**config.mk**
```make
export PLATFORM = sky130hd
export DESIGN_NAME = mac_dot_accumulator
export DESIGN_NICKNAME = d
export VERILOG_FILES = /design/src/rtl/mac_pkg.sv /design/src/rtl/sat_add.sv /design/src/rtl/mac_dot_accumulator.sv
export SDC_FILE = /design/constraint.sdc
export NUM_CORES = 1
export LEC_CHECK = 0
export CELL_PAD_IN_SITES_DETAIL_PLACEMENT = 1
export CELL_PAD_IN_SITES_GLOBAL_PLACEMENT = 1
export CORE_MARGIN = 1.5
export CORE_UTILIZATION = 45
export DETAILED_ROUTE_END_ITERATION = 6
export DONT_BUFFER_PORTS = 1
export GPL_TIMING_DRIVEN = 0
export PLACE_DENSITY = 0.86
export REMOVE_ABC_BUFFERS = 1
export SLEW_MARGIN = 15
export SYNTH_ARGS = -nofsm -noshare
export SYNTH_HDL_FRONTEND = slang
export SYNTH_SLANG_ARGS = --single-unit
```
**constraint.sdc**
```tcl
create_clock -name clk -period 3.63 [get_ports clk]
set_input_delay 0.363 -clock clk [delete_from_list [all_inputs] [get_ports clk]]
set_output_delay 0.363 -clock clk [all_outputs]
set_load 0.005 [all_outputs]
```
**src/rtl/mac_pkg.sv**
```systemverilog
// Shared types and constants for the MAC datapath stages.
package mac_pkg;

  typedef enum logic [1:0] {IDLE, ACCUM, HOLD} state_t;

  localparam int PROD_W_DEF = 16;
  localparam int ACC_W_DEF  = 24;
  localparam int LEN_W_DEF  = 8;

  // Saturation bounds of a w-bit two's complement value (w <= 63).
  function automatic logic signed [63:0] acc_max(input int w);
    return (64'sd1 <<< (w - 1)) - 64'sd1;
  endfunction

  function automatic logic signed [63:0] acc_min(input int w);
    return -(64'sd1 <<< (w - 1));
  endfunction

endpackage

```
**src/rtl/sat_add.sv**
```systemverilog
// W-bit signed add that clamps to the representable range and flags the clamp.
module sat_add
  import mac_pkg::*;
#(
  parameter int W = ACC_W_DEF
) (
  input  logic signed [W-1:0] a,
  input  logic signed [W-1:0] b,
  output logic signed [W-1:0] sum,
  output logic                ovf
);

  localparam logic signed [63:0] MAX = acc_max(W);
  localparam logic signed [63:0] MIN = acc_min(W);

  logic signed [W:0]  wide;
  logic signed [63:0] wide64;

  always_comb begin
    wide   = {a[W-1], a} + {b[W-1], b};
    wide64 = 64'(wide);
    sum    = wide[W-1:0];
    ovf    = 1'b0;
    if (wide64 > MAX) begin
      sum = MAX[W-1:0];
      ovf = 1'b1;
    end else if (wide64 < MIN) begin
      sum = MIN[W-1:0];
      ovf = 1'b1;
    end
  end

endmodule

```
**src/rtl/mac_dot_accumulator.sv**
```systemverilog
// Accumulates a programmable number of MAC products into a saturating dot
// product and hands it downstream on a valid/ready handshake.
module mac_dot_accumulator
  import mac_pkg::*;
#(
  parameter int PROD_W = PROD_W_DEF,
  parameter int ACC_W  = ACC_W_DEF,
  parameter int LEN_W  = LEN_W_DEF
) (
  input  logic                    clk,
  input  logic                    rst,
  input  logic                    prod_valid,
  input  logic signed [PROD_W-1:0] prod_in,
  output logic                    prod_ready,
  input  logic [LEN_W-1:0]        vec_len,
  output logic                    busy,
  output logic                    acc_valid,
  input  logic                    acc_ready,
  output logic signed [ACC_W-1:0] acc_out,
  output logic                    acc_ovf
);

  state_t             state;
  logic [LEN_W:0]     count;
  logic [LEN_W-1:0]   len_q;
  logic signed [ACC_W-1:0] prod_x;
  logic signed [ACC_W-1:0] sum;
  logic               sum_ovf;

  assign prod_x = ACC_W'(prod_in);

  sat_add #(.W(ACC_W)) u_sat_add (
    .a   (acc_out),
    .b   (prod_x),
    .sum (sum),
    .ovf (sum_ovf)
  );

  // Output flags are registered alongside state so no input reaches an output.
  always_ff @(posedge clk) begin
    if (rst) begin
      state      <= IDLE;
      acc_out    <= '0;
      acc_ovf    <= 1'b0;
      acc_valid  <= 1'b0;
      busy       <= 1'b0;
      prod_ready <= 1'b1;
      count      <= '0;
      len_q      <= '0;
    end else begin
      case (state)
        IDLE: begin
          if (prod_valid) begin
            len_q   <= (vec_len == '0) ? LEN_W'(1) : vec_len;
            acc_out <= prod_x;
            acc_ovf <= 1'b0;
            count   <= (LEN_W+1)'(1);
            busy    <= 1'b1;
            if (vec_len <= LEN_W'(1)) begin
              state      <= HOLD;
              acc_valid  <= 1'b1;
              prod_ready <= 1'b0;
            end else begin
              state <= ACCUM;
            end
          end
        end
        ACCUM: begin
          if (prod_valid) begin
            acc_out <= sum;
            acc_ovf <= acc_ovf | sum_ovf;
            count   <= count + 1'b1;
            if (count + 1'b1 == {1'b0, len_q}) begin
              state      <= HOLD;
              acc_valid  <= 1'b1;
              prod_ready <= 1'b0;
            end
          end
        end
        HOLD: begin
          if (acc_ready) begin
            state      <= IDLE;
            acc_valid  <= 1'b0;
            prod_ready <= 1'b1;
            busy       <= 1'b0;
          end
        end
        default: begin
          state      <= IDLE;
          acc_valid  <= 1'b0;
          prod_ready <= 1'b1;
          busy       <= 1'b0;
        end
      endcase
    end
  end

endmodule

```
==> impl_summary.txt <==
----------------------------------------------------
[Finish]
  Final instance area ... 0.003731 mm^2
  Combined area of the multi-input logic cells ... 0.002509 mm^2
  Final #Nets ... between 500 and 600
  Fraction of final layout cells sized beyond drive strength 1 ... 5.077%
  Leading cell type in the layout, fill and taps excluded ... sky130_fd_sc_hd__a21oi_1
  Seq. cell area ... around 940 um^2
  Utilization after layout ... 48.03%
  Fillers ... 985
  Most used cells in the layout excluding fill and tap cells ... sky130_fd_sc_hd__a21oi_1, sky130_fd_sc_hd__dfxtp_1, sky130_fd_sc_hd__o21ai_0, sky130_fd_sc_hd__nand2_1, sky130_fd_sc_hd__nor2_1
  Number of diodes ... 0
  Layout area overhead ... 3.326%

[Power and ir drop]
  Logic gate share of total power ... 37.9%
  Power dissipated by switching net loads ... 670.1 uW
  Net Sw Frac ... 39.22%
  Sequential fraction of design power ... a little under two fifths
  Peak supply drop ... 0.0001724 V
  Internal power contribution ... 1038 uW
  Lkg Pwr ... approximately 0.0015 uW
  Proportion of power drawn by the clock network ... 24.6%
  Power per unit of standard cell area ... about 460 mW/mm^2

[Synth]
  Cell Area, Synth ... about 0.0036 mm^2
  Xor and xnor area share after synthesis ... 8.004%
  Post-synthesis sequential area ratio ... 26.06%
  Proportion of synthesized area in mux cells ... 0.6237%
  Top_reg_cell synth ... sky130_fd_sc_hd__dfxtp_1
  Post-synth cell types ... 63
  Post-Synth Adder-Cell Area ... 9.217%
  Share of flip-flops with an asynchronous set or reset after synthesis ... 0%
  Dominant combinational cell family by area after synthesis ... compound AO/OA/AOI/OAI gates
  Flip-flop and latch count after synthesis ... 47
  Simple-gate area share of the yosys netlist ... a little over a fifth
  Syn Area/Cell ... 7.782 um^2
  Post-synth EDFFs ... 0
  Number of warnings reported in the yosys synthesis log ... 0
  Compound-cell area share of the yosys netlist ... between 30 and 40%
  Synthesized netlist cell count ... approximately 460

[Critical path]
  Crit Path Category ... register to register
  Required time of the worst setup path ... 3.87 ns
  Largest fanout on the critical path ... 15
  Delay contributed by the slowest stage of the critical path ... around 0.68 ns
  Critical path endpoint ... acc_out[2]$_SDFFE_PP0P_
  Worst reg-to-reg path cell count ... 11
  Reg2Reg Capture Point ... acc_out[2]$_SDFFE_PP0P_
  Critical Path Sink Type ... register
  Slack of the worst reg-to-reg path ... 0.33 ns
  Crit Reg-Reg Startpoint ... acc_out[0]$_SDFFE_PP0P_
  Cell at the slowest stage of the critical path ... sky130_fd_sc_hd__o211ai_2
  Critical path data arrival time ... ~3.5 ns
  Launch point of the critical path ... acc_out[0]$_SDFFE_PP0P_
  Cell-by-cell trace of the critical path ... ha_1 -> inv_1 -> fa_1 -> nand2b_1 -> a21oi_2 -> o2111ai_1 -> a31oi_1 -> o21ai_0 -> o211ai_2 -> a31oi_1 -> o21ai_0
  Crit start category ... register

[GRT]
  Total grt overflow ... 0
  Initial antenna violation count ... 0
  Maximum number of pins on one net before global-route repair ... 33
  Overall Global Routing Usage ... 25.95%
  Via count of the first global-routing pass ... 3724
  Wire length of the first global-routing pass ... 18020 um

[Drt]
  Detailed-route DRC error count ... 0
  Mean number of vias per cell ... 6.263
  Detailed-route via count ... 3476
  Initial DRC Count ... around 180
  Remaining antenna violation count after routing ... 0
  Drt total wl ... 10720 um
  Final routed wire length divided by cell count ... between 15 and 20 um
  Count of TritonRoute iterations in the first routing pass ... 4

[Placed design]
  Final HPWL from detailed placement ... 7759 um
  IO buf count ... 0
  RD Place Congestion ... 0.8578
  Placement Cell Area ... approximately 0.0036 mm^2

[STA]
  Slew at the pin closest to its max-slew limit ... around 1.1 ns
  Worst-case clock skew ... 0.007011 ns
  Final worst path period need ... 3.303 ns
  Worst slew margin ... between 20% and 30%
  Number of max-slew violations in the final report ... 0
  Share of the clock period used by the worst path ... between 90% and 100%
  Achievable frequency ... 0.3027 GHz
  RSZ-0062 raised after global routing ... no
  Accumulated negative setup slack ... 0 ns
  Worst hold margin ... 0.1139 ns
  # setup viols final ... 0
  Endpoints failing hold ... 0

[Floorplan]
  Effective utilization at floorplan ... 46.49%
  Die boundary height ... around 93 um
  Io pins ... 56
  Die area ... between 0.008 and 0.009 mm^2
  Number of rows in the core area ... 32
  DIE WIDTH ... 92.58 um
  Total core area ... approximately 0.008 mm^2

[Clock network]
  Count of cells resized by post-cts repair ... 0
  Count of buffers added by post-CTS timing repair for setup ... 0
  CTS H-Tree Depth ... 2
  Worst-case clock buffer depth ... 2
  Number of clock sinks seen by CTS ... between 40 and 50
  Clock tree from TritonCTS ... done
  Clock root cell ... sky130_fd_sc_hd__clkbuf_8
  Total CTS buffers ... 5
  Source-to-sink clock delay at the later pin of the worst-skew pair ... 0.31 ns
  Number of buffers inserted by hold repair at cts ... 0
  Clock-pin slew on the worst setup and hold paths ... around 0.1 ns

[Hold path]
  Path class of the lowest-slack min-delay path ... input pin to register

[Run status]
  Status ... finished clean

[Flow run]
  Max-cap violation count ... 0

----------------------------------------------------
-- worst min path at each step --
stage	slack [ns]	from	to	cells past startpoint
global placement	0.44	rst	acc_out[23]$_SDFFE_PP0P_	1
detailed placement	0.44	rst	len_q[0]$_SDFFE_PP0P_	1
finish	0.11	rst	acc_out[23]$_SDFFE_PP0P_	1
global route	0.09	rst	acc_out[23]$_SDFFE_PP0P_	1
CTS	0.11	rst	count[7]$_SDFFE_PP0P_	1
floorplan	0.43	rst	acc_out[23]$_SDFFE_PP0P_	1
-- metrics by stage --
stage,cells,total power (uW),setup WS (ns)
2_1_floorplan,444,1125,0.9956
3_3_place_gp,546,1244,0.4820
3_5_place_dp,546,1282,0.2363
4_1_cts,554,1698,0.2340
5_1_grt,555,1825,0.005040
6_report,555,1709,0.3267
-- critical path, delay by kind of cell, from the launching register on --
family / cells / cell delay [ns]
adder cells (fa/ha/maj): 2 / 0.63
buffers and inverters: 1 / 0.08
flip-flops: 1 / 0.39
AND/OR/NAND/NOR: 1 / 0.21
AO/OA/AOI/OAI: 7 / 1.93
-- cell type report --
class / instances / share of cell area (%)
inverters: 10 / 1.006
well taps: 102 / 3.421
clock inverters: 3 / 1.274
multi-input cells: 388 / 67.24
flip-flops and latches: 47 / 25.22
clock buffers: 5 / 1.844
-- synthesized netlist by cell type, types with 2 or more instances --
master	number	area share [%]
sky130_fd_sc_hd__a211oi_1	5	1.0
sky130_fd_sc_hd__a21o_1	5	1.0
sky130_fd_sc_hd__a21oi_1	57	7.9
sky130_fd_sc_hd__a221oi_1	9	2.2
sky130_fd_sc_hd__a22o_1	4	0.97
sky130_fd_sc_hd__a22oi_1	3	0.62
sky130_fd_sc_hd__a31oi_1	6	1.0
sky130_fd_sc_hd__a41oi_1	2	0.49
sky130_fd_sc_hd__and2_1	2	0.35
sky130_fd_sc_hd__and2b_1	3	0.62
sky130_fd_sc_hd__and3_1	9	1.6
sky130_fd_sc_hd__and4_1	3	0.73
sky130_fd_sc_hd__buf_2	4	0.55
sky130_fd_sc_hd__buf_6	2	0.62
sky130_fd_sc_hd__clkbuf_1	8	0.83
sky130_fd_sc_hd__clkbuf_2	2	0.28
sky130_fd_sc_hd__dfxtp_1	47	26
sky130_fd_sc_hd__ha_1	25	8.7
sky130_fd_sc_hd__inv_1	10	1.0
sky130_fd_sc_hd__nand2_1	43	4.5
sky130_fd_sc_hd__nand2b_1	7	1.2
sky130_fd_sc_hd__nand3_1	14	1.9
sky130_fd_sc_hd__nor2_1	34	3.5
sky130_fd_sc_hd__nor2b_1	10	1.7
sky130_fd_sc_hd__nor3_1	11	1.5
sky130_fd_sc_hd__nor3b_1	2	0.42
sky130_fd_sc_hd__o2111ai_1	2	0.49
sky130_fd_sc_hd__o211ai_1	4	0.83
sky130_fd_sc_hd__o21a_1	3	0.62
sky130_fd_sc_hd__o21ai_0	45	6.2
sky130_fd_sc_hd__o21ai_1	15	2.1
sky130_fd_sc_hd__o21ai_2	2	0.49
sky130_fd_sc_hd__or3_1	4	0.69
sky130_fd_sc_hd__or4_1	2	0.42
sky130_fd_sc_hd__xnor2_1	25	6.1
sky130_fd_sc_hd__xor2_1	8	1.9
-- logic make-up after synthesis --
kind of cell,count (synthesis)
buffers and inverters,30
and+or+nand+nor,150
xor gates and xnor gates,33
adders and majority gates,26
AOI/OAI and AO/OA,177
DFF,47
muxes,1
-- layer usage --
metal	global-route usage, %	vias up	part of all wire (%)
met5	0	-	0
met4	6.538	0	1.4
met3	6.322	12	6.8
met2	45.34	97	48
met1	31.72	1682	44
li1	-	1685	-
-- sequential cells by signal, indices dropped and copies added, names as in the netlist --
signal / count
acc_out: 24
acc_ovf: 1
acc_valid: 1
busy: 1
count: 9
len_q: 8
prod_ready: 1
state: 2
-- power groups by stage --
stage                     Clock [uW]  Sequential, uW  Combinational [uW]
final                            420             640                 648
after global placement             0             648                 596
after detailed placement           0             652                 630
after floorplan                    0             628                 497
after CTS                        424             640                 634
after global routing             452             651                 723
(Power assumes the default switching activity.)
